[src/rtl/key_cmd_gen.sv]
// Keyboard-to-game command generator: maps held HID keycodes to game commands
// with DAS/auto-repeat timing and a single-entry output buffer.
//
// state     | meaning
// ----------|----------------------------------------------------------
// ST_IDLE   | no mapped key held; nothing to repeat
// ST_DAS    | LEFT/RIGHT held, waiting out the delay before first repeat
// ST_REPEAT | LEFT/RIGHT or SOFT_DROP auto-repeating at its period
// ST_HOLD   | ROTATE/HARD_DROP held; already issued once, no repeat
module key_cmd_gen #(
  parameter int unsigned DAS_FRAMES  = 8,
  parameter int unsigned ARR_FRAMES  = 3,
  parameter int unsigned DROP_FRAMES = 2
) (
  input  logic       frame_clk,
  input  logic       Reset,
  input  logic [7:0] keycode,
  input  logic       cmd_ready,
  output logic       cmd_valid,
  output logic [2:0] cmd,
  output logic       cmd_drop
);

  typedef enum logic [1:0] {ST_IDLE, ST_DAS, ST_REPEAT, ST_HOLD} state_e;
  typedef enum logic [2:0] {
    CMD_NONE      = 3'd0,
    CMD_LEFT      = 3'd1,
    CMD_RIGHT     = 3'd2,
    CMD_SOFT_DROP = 3'd3,
    CMD_ROTATE    = 3'd4,
    CMD_HARD_DROP = 3'd5
  } cmd_e;

  // Terminal counts; parameters are expected in 1..255.
  localparam logic [7:0] DAS_LAST  = 8'(DAS_FRAMES - 1);
  localparam logic [7:0] ARR_LAST  = 8'(ARR_FRAMES - 1);
  localparam logic [7:0] DROP_LAST = 8'(DROP_FRAMES - 1);

  function automatic cmd_e key_to_cmd(input logic [7:0] k);
    case (k)
      8'h04:   return CMD_LEFT;
      8'h07:   return CMD_RIGHT;
      8'h16:   return CMD_SOFT_DROP;
      8'h1A:   return CMD_ROTATE;
      8'h2C:   return CMD_HARD_DROP;
      default: return CMD_NONE;
    endcase
  endfunction

  state_e     state_q, state_d;
  logic [7:0] cnt_q, cnt_d, cnt_inc, rep_last;
  logic [7:0] prev_key;
  logic       cmd_valid_q, valid_d;
  cmd_e       cmd_q, cmd_d;
  logic       cmd_drop_q, drop_d;
  cmd_e       key_cmd;
  logic       gen;

  always_ff @(posedge frame_clk or posedge Reset) begin
    if (Reset) begin
      state_q     <= ST_IDLE;
      cnt_q       <= 8'd0;
      prev_key    <= 8'h00;
      cmd_valid_q <= 1'b0;
      cmd_q       <= CMD_NONE;
      cmd_drop_q  <= 1'b0;
    end else begin
      state_q     <= state_d;
      cnt_q       <= cnt_d;
      prev_key    <= keycode;
      cmd_valid_q <= valid_d;
      cmd_q       <= cmd_d;
      cmd_drop_q  <= drop_d;
    end
  end

  always_comb begin
    state_d  = state_q;
    cnt_d    = cnt_q;
    gen      = 1'b0;
    key_cmd  = key_to_cmd(keycode);
    cnt_inc  = (cnt_q == 8'hFF) ? 8'hFF : cnt_q + 8'd1;
    rep_last = (key_cmd == CMD_SOFT_DROP) ? DROP_LAST : ARR_LAST;

    if (key_cmd == CMD_NONE) begin
      state_d = ST_IDLE;
      cnt_d   = 8'd0;
    end else if (keycode != prev_key) begin
      // Any change to a mapped key restarts timing for the new key.
      gen   = 1'b1;
      cnt_d = 8'd0;
      case (key_cmd)
        CMD_LEFT, CMD_RIGHT: state_d = ST_DAS;
        CMD_SOFT_DROP:       state_d = ST_REPEAT;
        default:             state_d = ST_HOLD;
      endcase
    end else begin
      case (state_q)
        ST_DAS: begin
          if (cnt_q == DAS_LAST) begin
            gen     = 1'b1;
            state_d = ST_REPEAT;
            cnt_d   = 8'd0;
          end else begin
            cnt_d = cnt_inc;
          end
        end
        ST_REPEAT: begin
          if (cnt_q == rep_last) begin
            gen   = 1'b1;
            cnt_d = 8'd0;
          end else begin
            cnt_d = cnt_inc;
          end
        end
        default: ;
      endcase
    end
  end

  // Single-entry buffer: a consume and a new load may happen on the same edge.
  always_comb begin
    valid_d = cmd_valid_q;
    cmd_d   = cmd_q;
    drop_d  = 1'b0;
    if (gen) begin
      if (!cmd_valid_q || cmd_ready) begin
        valid_d = 1'b1;
        cmd_d   = key_cmd;
      end else begin
        drop_d = 1'b1;
      end
    end else if (cmd_ready) begin
      valid_d = 1'b0;
    end
  end

  assign cmd_valid = cmd_valid_q;
  assign cmd       = cmd_q;
  assign cmd_drop  = cmd_drop_q;

endmodule

[config.mk]
export PLATFORM = sky130hd
export DESIGN_NAME = key_cmd_gen
export DESIGN_NICKNAME = d
export VERILOG_FILES = /design/src/rtl/key_cmd_gen.sv
export SDC_FILE = /design/constraint.sdc
export NUM_CORES = 1
export LEC_CHECK = 0
export BUFFER_PORTS_ARGS = -buffer_cell sky130_fd_sc_hd__buf_2
export CORE_ASPECT_RATIO = 0.6
export CORE_MARGIN = 10
export CORE_UTILIZATION = 25
export DETAILED_ROUTE_END_ITERATION = 10
export GPL_ROUTABILITY_DRIVEN = 0
export GPL_TIMING_DRIVEN = 0
export SLEW_MARGIN = 20
export SYNTH_ARGS = -nofsm -noshare
export SYNTH_HDL_FRONTEND = slang
export SYNTH_SLANG_ARGS = --single-unit
[constraint.sdc]
create_clock -name frame_clk -period 3.15 [get_ports frame_clk]
set_input_delay 0.315 -clock frame_clk [delete_from_list [all_inputs] [get_ports frame_clk]]
set_output_delay 0.315 -clock frame_clk [all_outputs]
set_load 0.1 [all_outputs]
==> results.md <==
- Clk slew on worst S/H paths: 80 ps
- Syn nets: 149
- Share of post-route cells with drive strength above 1: 0.1948
- Final wirelength: 3102 um
- Io pins: 16
- Arr. time, crit path: 2990 ps
- Critical setup path kind: reg2reg
- Final Setup Violations: 0
- Dpl hpwl: about 2300 um
- Syn. warnings: 0
- Post-CTS Resized: 0
- CTS tree: yes
- Cell variety after synth: 39
- Crit Path Max Fanout: 6
- Post-CTS Hold Fix Bufs: 0
- HP Start: keycode[4]
- First-pass DRT Iterations: 4
- Post-CTS Setup Inserts: 0
- Hold Vio Cnt, Final: 0
- Top post-synthesis cells by area: dfrtp_1 43%, xnor2_1 6.5%, nor2_1 3.4%
- Leak: 0.6304 nW
- Cell taking the most area after synthesis: dfrtp_1
- GR Overflow Total: 0
- Die ar.: around 8800 sq um
- Starting Density: 0.2610
- Slew margin rel.: 0.3077
- Critical Path Sink Type: flop
- Routed len/inst: 14.10 um
- GRT Overall Usage: 0.07055
- Worst Tran Pin Value: just over 1000 ps
- Worst R2R Setup Slack: 310 ps
- Nets@finish: 169
- Top-area cell type share of the netlist area: 0.4299
- Placed Cells: 216
- Design area: 1549 sq um
- Ys async rst share: 1.000
- Fin crit period: 2836 ps
- Clock skew: 4.465 ps
- Routed via count: 1057
- Power Dens Cells: 350.0 nW/um^2
- TritonCTS Buffers: 3
- First-pass GRT wire length: 5106 um
- Maxcap violations: 0
- Clock Tree Root: clkbuf_8
- Mapped cell area: about 1300 sq um
- EDFF count, synth: 0
- Startpoint Class: flop
- CTS Buffer Depth: 2
- ANT nets after route: 0
- Number of global-route vias before repair: about 950
- Fin cells: 220
- Hold EP: prev_key[4]$_DFF_PP0_
- CTS H-tree lvls: 1
- Area Growth Syn to Fin: 15.70%
- Row cnt: 20
- Largest net degree at the start of global routing: 24
- R2R cell count: 5
- Fmax: 352.6 MHz
- Die height: 76.69 um
- Clk Latency, worst-skew pair: 260 ps
- Post-synthesis sequential area ratio: 0.4299
- CTS Sinks: 23
- WHS: 162.4 ps
- Hold WC Path Type: in2reg
- Critical R2R Capture: cmd[0]$_DFFE_PP0P_
- Die W: 114.5 um
- Cell Area, Placed: 1496 sq um
- Synth Instances: 135
- Drt via density: 4.805
- Reg-to-reg startpoint: cnt_q[5]$_DFFE_PP0P_
- Yosys reg bits: 23
- Crit path required time: between 3000 and 4000 ps
- Port bufs: 15
- Status: completed
- N_diodes: 0
- Core region area: 5130 sq um
- Fill count: 516
- Iter 0 DRT Violations: between 100 and 150
- Final Max Slew Viols: 0
- Initial antenna violation count: 0
- Final period utilization: 0.9003
- Synth Flop Type: dfrtp_1
- RSZ-0062 raised after global routing: false
- Setup TNS: 0 ps
- DRC Markers: 0
- VDD IR max: 0.1138 mV
- Final cell utilization of the core: 0.3020
- Syn Area/Cell: about 10 sq um
- Cell depth of the worst hold path: 1
power by group:
part / switching (mW) / internal [mW]
logic: 0.0352 / 0.0214
registers: 0.00277 / 0.301
clock network: 0.0934 / 0.0882
total: 0.131 / 0.411
cell usage after synthesis (3+ instances only):
master	n
dfrtp_1	23
nor2_1	12
xnor2_1	10
nor3_1	8
nand2_1	7
inv_1	6
and2_1	5
clkbuf_1	5
a21oi_1	4
nand3_1	4
nand4_1	4
o221a_2	4
ha_1	3
mux2_1	3
nor2b_1	3
nor4_1	3
nor4bb_1	3
registers in the layout, summed over array words and instances (netlist names):
signal and count:
cnt_q 8, prev_key 8, cmd 3, state_q 2, cmd_drop 1, cmd_valid 1
worst max path at each step:
stage,from,end,depth (start not counted)
3_3_place_gp,cnt_q[5]$_DFFE_PP0P_,cmd[2]$_DFFE_PP0P_,5
4_1_cts,cnt_q[5]$_DFFE_PP0P_,cmd[0]$_DFFE_PP0P_,5
2_1_floorplan,cnt_q[5]$_DFFE_PP0P_,cmd[0]$_DFFE_PP0P_,5
5_1_grt,cnt_q[3]$_DFFE_PP0P_,cmd[0]$_DFFE_PP0P_,5
3_5_place_dp,cnt_q[5]$_DFFE_PP0P_,cmd[0]$_DFFE_PP0P_,5
6_report,cnt_q[5]$_DFFE_PP0P_,cmd[0]$_DFFE_PP0P_,5
layout by cell type, fill, tap and decap left out, types with 4 or more instances in the layout:
cell type  netlist  routed
a21oi_1          4       4
and2_1           5       5
buf_2            0      15
clkbuf_1         5       5
dfrtp_1         23      23
inv_1            6       6
nand2_1          7       7
nand3_1          4       4
nand4_1          4       4
nor2_1          12      12
nor3_1           8       8
o221a_2          4       4
xnor2_1         10      10
through the flow:
step,power [mW],worst slack (ps)
after global placement,0.3663,366.7
final,0.5422,313.9
after floorplan,0.3465,615.8
after CTS,0.5515,352.5
after global routing,0.5735,283.5
after detailed placement,0.3663,374.7
worst max-delay path, stage by stage, from the launching register on:
cell and delay, ps:
dfrtp_1 440, or4_4 560, or4b_4 540, a211o_1 330, a311oi_2 480, mux2_1 380
metal layers:
metal / up-vias / GRT usage / wire [um]
met1: 490 / 0.1136 / 1756
li1: 540 / - / -
met5: - / 0 / 0
met4: 0 / 0.01122 / 19
met2: 25 / 0.07723 / 1095
met3: 2 / 0.03341 / 231
cells by family (layout without fill, tap and decap cells):
kind of cell             after synthesis  count (layout)  synth area share
buffers and inverters                 11              30           0.03084
AO/OA/AOI/OAI                         25              25            0.1598
XOR/XNOR                              10              10           0.06542
multiplexers                           4               4           0.03271
flip-flops                            23              23            0.4299
AND/OR/NAND/NOR                       59              59            0.2533
adder cells (fa/ha/maj)                3               3           0.02804
cell type report:
class	count	area, sq um	area share
repair buffers	15	75.07	0.04847
clock inverters	1	5.005	0.003231
multi-input cells	101	728.2	0.4701
plain buffers	5	18.77	0.01212
well taps	66	82.58	0.05331
flip-flops and latches	23	575.6	0.3716
clock buffers	3	41.29	0.02666
inverters	6	22.52	0.01454
Note: power is estimated with default switching activity, not from simulation.
